$ cat config.mk
export PLATFORM = sky130hd
export DESIGN_NAME = lsu_ctrl
export DESIGN_NICKNAME = d
export VERILOG_FILES = /design/src/rtl/lsu_ctrl.sv
export SDC_FILE = /design/constraint.sdc
export NUM_CORES = 1
export LEC_CHECK = 0
export CAP_MARGIN = 40
export CORE_ASPECT_RATIO = 0.8
export CORE_MARGIN = 5
export CORE_UTILIZATION = 43
export CTS_CLUSTER_SIZE = 14
export DETAILED_ROUTE_END_ITERATION = 12
export PLACE_DENSITY_LB_ADDON = 0.3
export SKIP_CTS_REPAIR_TIMING = 1
export SYNTH_ARGS = -nofsm -noshare
export SYNTH_HDL_FRONTEND = slang
export SYNTH_SLANG_ARGS = --single-unit
$ cat constraint.sdc
create_clock -name i_clk -period 4.2 [get_ports i_clk]
set_input_delay 0.84 -clock i_clk [delete_from_list [all_inputs] [get_ports i_clk]]
set_output_delay 0.84 -clock i_clk [all_outputs]
set_load 0.005 [all_outputs]
$ cat src/rtl/lsu_ctrl.sv
// lsu_ctrl -- RV32I load/store control unit.
//
// Takes one memory instruction at a time from the execute stage, builds the
// byte-lane mask and lane-replicated store data, runs a req/ack handshake
// with data memory, then aligns and sign/zero-extends the returned load word.
// Misaligned or unsupported operations complete immediately with o_err and
// never touch memory.
//
// Ports
//   i_clk, i_reset          clock, asynchronous active-high reset
//   i_valid / o_ready       request handshake from execute (ready only in IDLE)
//   i_is_load, i_is_store   operation type (load wins if both are set)
//   i_funct3                width/sign code: 000 B, 001 H, 010 W, 100 BU, 101 HU
//   i_addr, i_wdata         effective byte address, store source (rs2)
//   o_mem_req/we/addr/wdata/bmask   memory request, held stable until ack
//   i_mem_ack, i_mem_rdata  memory completion, read data valid with ack
//   o_done, o_err           one-cycle completion pulse, error flag
//   o_ld_data               extended load result for the writeback mux
module lsu_ctrl (
  input  logic        i_clk,
  input  logic        i_reset,
  input  logic        i_valid,
  output logic        o_ready,
  input  logic        i_is_load,
  input  logic        i_is_store,
  input  logic [2:0]  i_funct3,
  input  logic [31:0] i_addr,
  input  logic [31:0] i_wdata,
  output logic        o_mem_req,
  output logic        o_mem_we,
  output logic [31:0] o_mem_addr,
  output logic [31:0] o_mem_wdata,
  output logic [3:0]  o_mem_bmask,
  input  logic        i_mem_ack,
  input  logic [31:0] i_mem_rdata,
  output logic        o_done,
  output logic        o_err,
  output logic [31:0] o_ld_data
);

  typedef enum logic [1:0] {
    S_IDLE = 2'd0,
    S_BUSY = 2'd1,
    S_RESP = 2'd2
  } state_e;

  state_e      state_q, state_d;
  logic        we_q, we_d;
  logic [31:0] addr_q, addr_d;
  logic [31:0] wdata_q, wdata_d;
  logic [3:0]  bmask_q, bmask_d;
  logic [2:0]  funct3_q, funct3_d;
  logic [1:0]  off_q, off_d;
  logic        err_q, err_d;
  logic [31:0] ld_data_q, ld_data_d;

  // ---------------------------------------------------------------------------
  // Request decode (only meaningful while IDLE)
  // ---------------------------------------------------------------------------
  logic        req_fire;
  logic        req_illegal;
  logic        req_misalign;
  logic [3:0]  req_bmask;
  logic [31:0] req_wdata;

  assign req_fire = i_valid & (i_is_load | i_is_store);

  // Loads allow 000/001/010/100/101; stores only 000/001/010.
  assign req_illegal = i_is_load ? ((i_funct3 == 3'b011) || (i_funct3[2:1] == 2'b11))
                                 : (i_funct3 >= 3'b011);

  assign req_misalign = ((i_funct3[1:0] == 2'b01) && i_addr[0]) ||
                        ((i_funct3[1:0] == 2'b10) && (i_addr[1:0] != 2'b00));

  always_comb begin
    // NOTE: every combinational output gets a default first so no path can
    // leave it unassigned and infer a latch.
    req_bmask = 4'b1111;
    req_wdata = i_wdata;
    case (i_funct3[1:0])
      2'b00: begin
        req_bmask = 4'b0001 << i_addr[1:0];
        req_wdata = {4{i_wdata[7:0]}};
      end
      2'b01: begin
        req_bmask = 4'b0011 << i_addr[1:0];
        req_wdata = {2{i_wdata[15:0]}};
      end
      default: ;
    endcase
  end

  // ---------------------------------------------------------------------------
  // Load extraction from the memory word using the captured offset/width
  // ---------------------------------------------------------------------------
  logic [7:0]  ld_byte;
  logic [15:0] ld_half;
  logic [31:0] ld_ext;

  assign ld_byte = i_mem_rdata[{off_q, 3'b000} +: 8];
  assign ld_half = off_q[1] ? i_mem_rdata[31:16] : i_mem_rdata[15:0];

  always_comb begin
    ld_ext = i_mem_rdata;
    case (funct3_q)
      3'b000:  ld_ext = {{24{ld_byte[7]}}, ld_byte};
      3'b100:  ld_ext = {24'd0, ld_byte};
      3'b001:  ld_ext = {{16{ld_half[15]}}, ld_half};
      3'b101:  ld_ext = {16'd0, ld_half};
      default: ld_ext = i_mem_rdata;
    endcase
  end

  // ---------------------------------------------------------------------------
  // FSM next-state and outputs
  // ---------------------------------------------------------------------------
  always_comb begin
    state_d   = state_q;
    we_d      = we_q;
    addr_d    = addr_q;
    wdata_d   = wdata_q;
    bmask_d   = bmask_q;
    funct3_d  = funct3_q;
    off_d     = off_q;
    err_d     = err_q;
    ld_data_d = ld_data_q;

    o_ready   = 1'b0;
    o_mem_req = 1'b0;
    o_done    = 1'b0;
    o_err     = 1'b0;

    case (state_q)
      S_IDLE: begin
        o_ready = 1'b1;
        if (req_fire) begin
          we_d     = ~i_is_load;
          addr_d   = {i_addr[31:2], 2'b00};
          wdata_d  = i_is_load ? 32'd0 : req_wdata;
          bmask_d  = req_bmask;
          funct3_d = i_funct3;
          off_d    = i_addr[1:0];
          err_d    = req_illegal | req_misalign;
          if (req_illegal | req_misalign) begin
            // Error completes without a memory access; the result reads 0.
            ld_data_d = 32'd0;
            state_d   = S_RESP;
          end else begin
            state_d   = S_BUSY;
          end
        end
      end
      S_BUSY: begin
        o_mem_req = 1'b1;
        if (i_mem_ack) begin
          ld_data_d = we_q ? 32'd0 : ld_ext;
          state_d   = S_RESP;
        end
      end
      S_RESP: begin
        o_done  = 1'b1;
        o_err   = err_q;
        state_d = S_IDLE;
      end
      default: state_d = S_IDLE;
    endcase
  end

  assign o_mem_we    = we_q;
  assign o_mem_addr  = addr_q;
  assign o_mem_wdata = wdata_q;
  assign o_mem_bmask = bmask_q;
  assign o_ld_data   = ld_data_q;

  // ---------------------------------------------------------------------------
  // State registers
  // ---------------------------------------------------------------------------
  // NOTE: the captured request registers are reset along with the FSM because
  // they drive the memory outputs and o_ld_data directly, which must read 0
  // out of reset. Non-blocking assignments keep all registers updating from
  // the same pre-edge values.
  always_ff @(posedge i_clk or posedge i_reset) begin
    if (i_reset) begin
      state_q   <= S_IDLE;
      we_q      <= 1'b0;
      addr_q    <= 32'd0;
      wdata_q   <= 32'd0;
      bmask_q   <= 4'd0;
      funct3_q  <= 3'd0;
      off_q     <= 2'd0;
      err_q     <= 1'b0;
      ld_data_q <= 32'd0;
    end else begin
      state_q   <= state_d;
      we_q      <= we_d;
      addr_q    <= addr_d;
      wdata_q   <= wdata_d;
      bmask_q   <= bmask_d;
      funct3_q  <= funct3_d;
      off_q     <= off_d;
      err_q     <= err_d;
      ld_data_q <= ld_data_d;
    end
  end

endmodule
---- After elaboration in Yosys (flattened, before gate mapping) ----
Index checks and enable logic that the tools add are counted.
word-level totals
  input bits .............................. 105
  bits in registers ....................... 107
  memories ................................ 0
  bits in read-only memories .............. 0
  memory bits (writable) .................. 0
  latch bits .............................. 0
  word-level logic and storage cells ...... 60
operators by class
  reduce and logical (&&, ||, !) cells .... 12
  mux-type cells .......................... 19
  add/sub/neg operators ................... 0
  div/mod/pow operators ................... 0
  shift-type cells ........................ 3
  multipliers ............................. 0
  bitwise gates (word level) .............. 4
  magnitude comparators ................... 1
  equality and inequality tests ........... 12
operator list
  operator                                                                              count
  32-bit two-way mux                                                                    5
  32-bit one-hot mux with 2 select lines                                                2
  32-bit one-hot mux with 4 select lines                                                1
  32-bit by 6-bit variable part select with 8-bit output                                1
  16-bit two-way mux                                                                    1
  4-bit one-hot mux with 2 select lines                                                 1
  2-bit equality test (second input constant)                                           3
  3-bit equality test (second input constant)                                           2
  2-bit two-way mux                                                                     3
  2-bit inequality test (second input constant)                                         3
  1-bit two-way mux                                                                     5
  2-bit by 1-bit equality test with 1-bit output (second input constant)                2
  2-bit logical NOT                                                                     2
  2-bit one-hot mux with 2 select lines                                                 1
  2-bit AND reduction                                                                   2
  4-bit AND reduction                                                                   1
  2-bit nonzero test                                                                    2
  1-bit by 2-bit << shifter with 4-bit output (first input constant)                    1
  2-bit by 2-bit << shifter with 4-bit output (first input constant)                    1
  3-bit by 1-bit equality test with 1-bit output (second input constant)                1
  3-bit by 2-bit equality test with 1-bit output (second input constant)                1
  3-bit by 2-bit greater-or-equal comparator with 1-bit output (second input constant)  1
  3-bit logical NOT                                                                     1
  1-bit logical AND                                                                     2
  other kinds (4)                                                                       6

---- Logic depth before layout (Yosys ltp) ----
Gate-level depths: netlist of the first run.
  depth in word-level cells ............... 7
  depth in mapped cells ................... 6

---- Worst setup path before layout of the first run ----
Ideal clock, no wire load.
  kind .................................... input-to-reg
  start ................................... in i_mem_rdata[31]
  end ..................................... reg ld_data_q[17] (netlist: o_ld_data[17])
  arrival time ............................ 1.982 ns
  setup time .............................. 0.121 ns
  stages .................................. 5
  buffers on the path ..................... 1
  required time ........................... 4.079 ns
  setup slack ............................. 2.097 ns
  cells stage by stage .................... mux4_2 > a221o_1 > nand2_2 > buf_6 > o2bb2ai_1
between the ends
  word-level cells in the longest chain between the ends .. 5
  elaborated cells on any way between the ends .. 6
  classes of those cells .................. shift: 1; mux: 5
RTL lines
  what                                                                                          line      RTL
  start, declared                                                                               35        input logic [31:0] i_mem_rdata,
  32-bit by 6-bit variable part select with 8-bit output or 16-bit two-way mux (tied branches)  100, 101
  32-bit one-hot mux with 4 select lines *                                                      105       case (funct3_q)
  32-bit two-way mux *                                                                          156       ld_data_d = we_q ? 32'd0 : ld_ext;
  32-bit two-way mux *                                                                          155       if (i_mem_ack) begin
  32-bit one-hot mux with 2 select lines *                                                      133       case (state_q)
  end signal, assigned                                                                          202       ld_data_q <= ld_data_d;
  end, declared                                                                                 55        logic [31:0] ld_data_q, ld_data_d;
Every way passes the cells marked *; elsewhere a longest branch is shown, timed or not. The select of a mux whose other input is x is not followed.
A chain may end at the register's enable or synchronous reset.

---- Worst setup path in the final report of the first run ----
  start ................................... in i_is_load
  end ..................................... reg wdata_q[29] (netlist: o_mem_wdata[29])
between the ends
  word-level cells in the longest chain between the ends .. 3
  elaborated cells on any way between the ends .. 4
  classes of those cells .................. mux: 1; bitwise: 2; reduce/logical: 1
RTL lines
  what                                  line  RTL
  start, declared                       24    input logic i_is_load,
  1-bit OR                              66    assign req_fire = i_valid & (i_is_load | i_is_store);
  1-bit bitwise AND                     66
  2-bit AND reduction (no source line)  -
  end signal, assigned                  197   wdata_q <= wdata_d;
  end, declared                         50    logic [31:0] wdata_q, wdata_d;
Parallel ways exist; a longest one is shown, timed or not.

==> results of run 1 <==
final cells by class:
class / instances / area share
inverter: 7 / 0.00379
clock inverter: 6 / 0.0150
multi-input combinational: 381 / 0.286
sequential: 107 / 0.353
timing repair buffer: 220 / 0.288
tap: 148 / 0.0244
clock buffer: 10 / 0.0302
layer usage:
layer | vias to the layer above | wire (um) | share of wire | track usage
li1 | 2227 | - | - | -
met1 | 2196 | 6510 | 0.42 | 0.289
met2 | 190 | 7350 | 0.47 | 0.355
met3 | 24 | 1430 | 0.092 | 0.0769
met4 | 0 | 279 | 0.018 | 0.0549
met5 | - | 0 | 0 | 0
logic make-up (layout without fill, tap and decap cells):
logic type             after synthesis  count (layout)
muxes                               34              34
AOI/OAI and AO/OA                  130             130
and+or+nand+nor                    215             215
DFF                                107             107
buffers and inverters               48             243
other                                1               2
worst register-to-register path, cell delays in order (launching register included):
cell,delay [ns]
dfrtp_1,0.78
mux4_2,0.64
a221o_1,0.36
nand2_2,0.24
o2bb2ai_1,0.13
Yosys cell counts, drive strengths merged, types with 2 or more instances:
cell / instances
a21oi: 32
a221o: 2
a222oi: 5
a22o: 12
buf: 10
clkbuf: 31
dfrtp: 107
inv: 7
mux2: 4
mux2i: 29
nand2: 145
nand2b: 14
nand3: 12
nand3b: 4
nor2: 21
nor2b: 11
o21ai: 34
o22ai: 2
o2bb2ai: 20
o31ai: 16
worst paths after layout:
check                      cells past startpoint                       start                     endpoint  slack [ns]
max                                            6                   i_is_load  o_mem_wdata[29]$_DFFE_PP0P_        1.74
min                                            2  o_mem_addr[30]$_DFFE_PP0P_   o_mem_addr[30]$_DFFE_PP0P_        0.48
max reg2reg                                    4        off_q[1]$_DFFE_PP0P_    o_ld_data[22]$_DFFE_PP0P_        1.91
min reg2reg                                    2  o_mem_addr[30]$_DFFE_PP0P_   o_mem_addr[30]$_DFFE_PP0P_        0.48
max in group asynchronous                      3                     i_reset  o_mem_wdata[15]$_DFFE_PP0P_        2.41
min in group asynchronous                      2                     i_reset   o_mem_addr[20]$_DFFE_PP0P_        0.95
flip-flops by register name, summed over array words and instances, names as in the netlist:
name         count
o_mem_wdata     32
funct3_q         3
o_mem_bmask      4
o_ld_data       32
state_q          2
off_q            2
o_mem_we         1
err_q            1
o_mem_addr      30
per-stage QoR:
step,utilization,total power (W)
finish,0.659,0.00355
detailed placement,0.629,0.00261
CTS,0.659,0.00358
global route,0.659,0.00375
floorplan,-,0.00191
global placement,0.628,0.00257
power groups by stage:
stage               Sequential (W)  Combinational [W]  Clock [W]
floorplan                  0.00140           0.000506          0
global placement           0.00141            0.00116          0
detailed placement         0.00142            0.00119          0
CTS                        0.00141            0.00119   0.000980
global route               0.00144            0.00130    0.00102
finish                     0.00141            0.00118   0.000960
cell usage in the layout, fill, tap and decap left out, types with 2 or more instances in the layout:
master | netlist | layout
nor2_1 | 20 | 20
nand2b_1 | 14 | 14
a22o_1 | 12 | 12
inv_1 | 7 | 6
bufinv_16 | 0 | 3
nand3_1 | 12 | 12
clkdlybuf4s50_1 | 0 | 207
a21oi_1 | 32 | 32
a222oi_1 | 5 | 5
mux2_2 | 4 | 4
conb_1 | 1 | 2
o21ai_0 | 34 | 34
nand2_1 | 144 | 144
nand3b_1 | 4 | 4
buf_4 | 2 | 11
o31ai_1 | 16 | 16
a221o_1 | 2 | 2
mux2i_1 | 29 | 29
o22ai_1 | 2 | 2
clkinvlp_4 | 0 | 2
o2bb2ai_1 | 20 | 20
dfrtp_1 | 107 | 107
nor2b_1 | 11 | 11
clkbuf_16 | 0 | 9
==> flow_summary.ini, run 1 <==
[status]
status = finished, final reports clean

[logic_synthesis]
synth_top_area_share = 0.530
synth_area_leaders = dfrtp_1, nand2_1, mux2i_1, o2bb2ai_1, o21ai_0
synth_fa_ha_area_frac = 0
synth_top_family_by_area = simple AND/OR/NAND/NOR gates
yosys.area.top_type = dfrtp_1
yosys_warnings = 0
synth_compound_area_frac = 0.174
synthMuxAreaShare = 0.0709
yosys_register_bits = 107
async_flop_share = 1.00
netlist_area_mm2 = 0.00505
yosys.cell_types.count = 41
synthSimpleGateAreaFrac = 0.184
synth_cells = 535
synth_xor_area_frac = 0
synth_edf_count = 0
yosysSeqAreaShare = 0.530
syn_avg_cell_area_um2 = 9.43
ys.flop_type = dfrtp_1

[timing]
worst_pin_slew_ns = 0.690
tns_ns = 0
fin_ws_ns = 1.74
min_period_ns = 2.46
final_max_slew_viol_count = 0
rsz0062_at_grt = no
whs_ns = 0.478
setup_violations = 0
max_freq_ghz = 0.407
period_share = 0.585
relSlewSlack = 0.534
finalHoldViolCount = 0
finClkSkew_ns = 0.00665

[route]
routedWlPerCell_um = 17.7
drt-initial-drc-count = 333
drt-pass1-iter-count = 5
route.vias.total = 4637
drtAntennaViolNets = 0
drt_wl_total_um = 15600
drc_errors = 0
avgViaCountPerCell = 5.28

[job]
drv_cap = 0

[global_route]
grt_max_degree = 95
grt_first_pass_wirelength_um = 25300
grt_pass1_vias = 4790
grt_use_total = 0.222
antenna_found_initial = 0
overflow = 0

[cts]
cts_root_buf = clkbuf_16
htreeDepth = 3
clk_pin_slew_worst_paths_ns = 0.07
insertion_delay_ns = 0.34
cts_tree = done
clk_path_buf_depth = 2
cts_buffers = 9
cts.sink_count = 107

[final_layout]
fill_cells = 927
nets = 831
multi_input_area_mm2 = 0.00217
finalInstanceArea_mm2 = 0.00759
final_cells = 879
drive_gt1_frac = 0.0520
antennaDiodeCount = 0
seqCellArea_mm2 = 0.00268
syn_to_final_growth_pct = 50.4

[worst_hold_path]
hold_path_class = reg2reg

[placed_design]
io_buffers = 207
place_congestion = 0.900
dp_hpwl_um = 11700
place_inst = 863
dpl_cell_area_mm2 = 0.00725
pre_cts_slack_ns = 1.38

[critical_path]
crit_path_start_kind = primary input
slowest_delay_ns = 0.45
cp_slowest_cell = clkdlybuf4s50_1
path_class = in2reg
path_common_cell = buf_4
crit_family = buffers and inverters
cp_num_buf_inv = 3
crit_required_ns = 4.45
crit_arrival_ns = 2.71
critPathMaxFanout = 38
path_cells = clkdlybuf4s50_1 -> buf_4 -> o211a_1 -> buf_4 -> nand2b_1 -> o21ai_0
end_kind = register

[pwr]
leakage_nw = 3.38
power_frac_comb = 0.333
switchingPower_w = 0.00105
seq_power_share = 0.396
internal_power_w = 0.00250
vdd_drop_max_mv = 0.319
p_per_area_mw_per_mm2 = 468
swShare = 0.297
clkPwrFrac = 0.270

[die]
core_area_mm2 = 0.0115
rows = 35
die_height_um = 107
die-area_mm2 = 0.0140
fp.dieW_um = 131
start_util = 0.438
pin_count = 210
Note: power is estimated with default switching activity, not from simulation.
==> run 2, diff against run 1 <==
- CORE_UTILIZATION: 43 -> 39
- clock period: 4.2 -> 2.2 ns (I/O delays scaled with it)
==> flow_summary.ini, run 2 (synthesized netlist as in run 1, its figures left out) <==
[status]
status = finished, final reports clean

[timing]
min_period_ns = 2.01
final_max_slew_viol_count = 0
max_freq_ghz = 0.498
relSlewSlack = 0.518
worst_pin_slew_ns = 0.714
finalHoldViolCount = 0
whs_ns = 0.470
period_share = 0.913
setup_violations = 0
rsz0062_at_grt = no
fin_ws_ns = 0.191
finClkSkew_ns = 0.00611

[final_layout]
seqCellArea_mm2 = 0.00268
multi_input_area_mm2 = 0.00217
finalInstanceArea_mm2 = 0.00771
layout_common_cells = clkdlybuf4s50_1, nand2_1, dfrtp_1
drive_gt1_frac = 0.0724
fill_cells = 1085
antennaDiodeCount = 0
syn_to_final_growth_pct = 52.9
utilization = 0.604
final_cells = 921
nets = 846
final_common_cell = clkdlybuf4s50_1

[die]
pin_count = 210
die-area_mm2 = 0.0153
core_area_mm2 = 0.0128
die_height_um = 112
rows = 37
start_util = 0.395
fp.dieW_um = 137

[worst_hold_path]
hold_path_class = in2async

[global_route]
grt_use_total = 0.212
grt_first_pass_wirelength_um = 25700
grt_pass1_vias = 4782
overflow = 0
antenna_found_initial = 0
grt_max_degree = 76

[placed_design]
dpl_cell_area_mm2 = 0.00742
pre_cts_slack_ns = -0.0546
dp_hpwl_um = 12400
io_buffers = 207
place_congestion = 0.898
place_inst = 905

[critical_path]
end_kind = output port
crit_arrival_ns = 1.57
crit_path_start_kind = register
cp_num_buf_inv = 1
path_cells = nor2b_1 -> and2_1 -> clkdlybuf4s50_1
crit_required_ns = 1.76
rr_worst_depth = 5
cp_num_cells = 3
path_class = reg2out
slowest_delay_ns = 0.52
cp_slowest_cell = clkdlybuf4s50_1
crit_family = buffers and inverters
critPathMaxFanout = 4

[route]
drc_errors = 0
drtAntennaViolNets = 0
route.vias.total = 4680
drt_wl_total_um = 16300
routedWlPerCell_um = 17.7
avgViaCountPerCell = 5.08
drt-initial-drc-count = 399
drt-pass1-iter-count = 7

[pwr]
vdd_drop_max_mv = 0.544
p_per_area_mw_per_mm2 = 856
leakage_nw = 3.44

[cts]
htreeDepth = 3
cts_buffers = 9
cts_tree = done
cts_root_buf = clkbuf_16
clk_path_buf_depth = 2
insertion_delay_ns = 0.34
clk_pin_slew_worst_paths_ns = 0.07
cts.sink_count = 107

[job]
drv_cap = 0
run 2: cell types whose count changed in the layout (fill, tap and decap cells not counted):
cell        delta
buf_12         +2
buf_4         +14
buf_6          -1
bufinv_16      -3
clkbuf_1       -1
clkbuf_8       +3
clkinvlp_4     +1
inv_4          -1
inv_6          +1
run 2: layer usage:
layer / vias to the layer above / global-route usage / routed length [um]
met5: - / 0 / 0
met4: 0 / 0.0652 / 384
met3: 29 / 0.0646 / 1300
met2: 178 / 0.329 / 7440
met1: 2209 / 0.285 / 7150
li1: 2264 / - / -
run 2: through the flow:
| step | power, W | TNS (ns) |
|---|---|---|
| finish | 0.00660 | 0 |
| global route | 0.00700 | 0 |
| CTS | 0.00666 | 0 |
| detailed placement | 0.00505 | -0.755 |
| global placement | 0.00500 | 0 |
| floorplan | 0.00364 | 0 |
run 2: power by group:
group / internal (W) / switching (W)
sequential: 0.00238 / 0.000281
clock: 0.000868 / 0.000724
combinational: 0.00131 / 0.00103
total: 0.00456 / 0.00204
run 2: layout make-up:
cell class	instances	area share
clock buffers	12	0.0345
well taps	175	0.0284
repair buffers	235	0.301
multi-input cells	381	0.281
inverters	7	0.00389
clock inverters	4	0.00422
flip-flops and latches	107	0.347
run 2: path summary, 6_finish.rpt:
| check | slack [ns] | start | end |
|---|---|---|---|
| min | 0.47 | i_reset | o_mem_wdata[25]$_DFFE_PP0P_ |
| max reg2reg | 0.36 | off_q[1]$_DFFE_PP0P_ | o_ld_data[14]$_DFFE_PP0P_ |
| min reg2reg | 0.47 | o_mem_addr[15]$_DFFE_PP0P_ | o_mem_addr[15]$_DFFE_PP0P_ |
| min in group i_clk | 0.47 | o_mem_addr[15]$_DFFE_PP0P_ | o_mem_addr[15]$_DFFE_PP0P_ |
| max | 0.19 | state_q[0]$_DFFE_PP0P_ | o_err |
| max in group asynchronous | 1.12 | i_reset | o_ld_data[23]$_DFFE_PP0P_ |
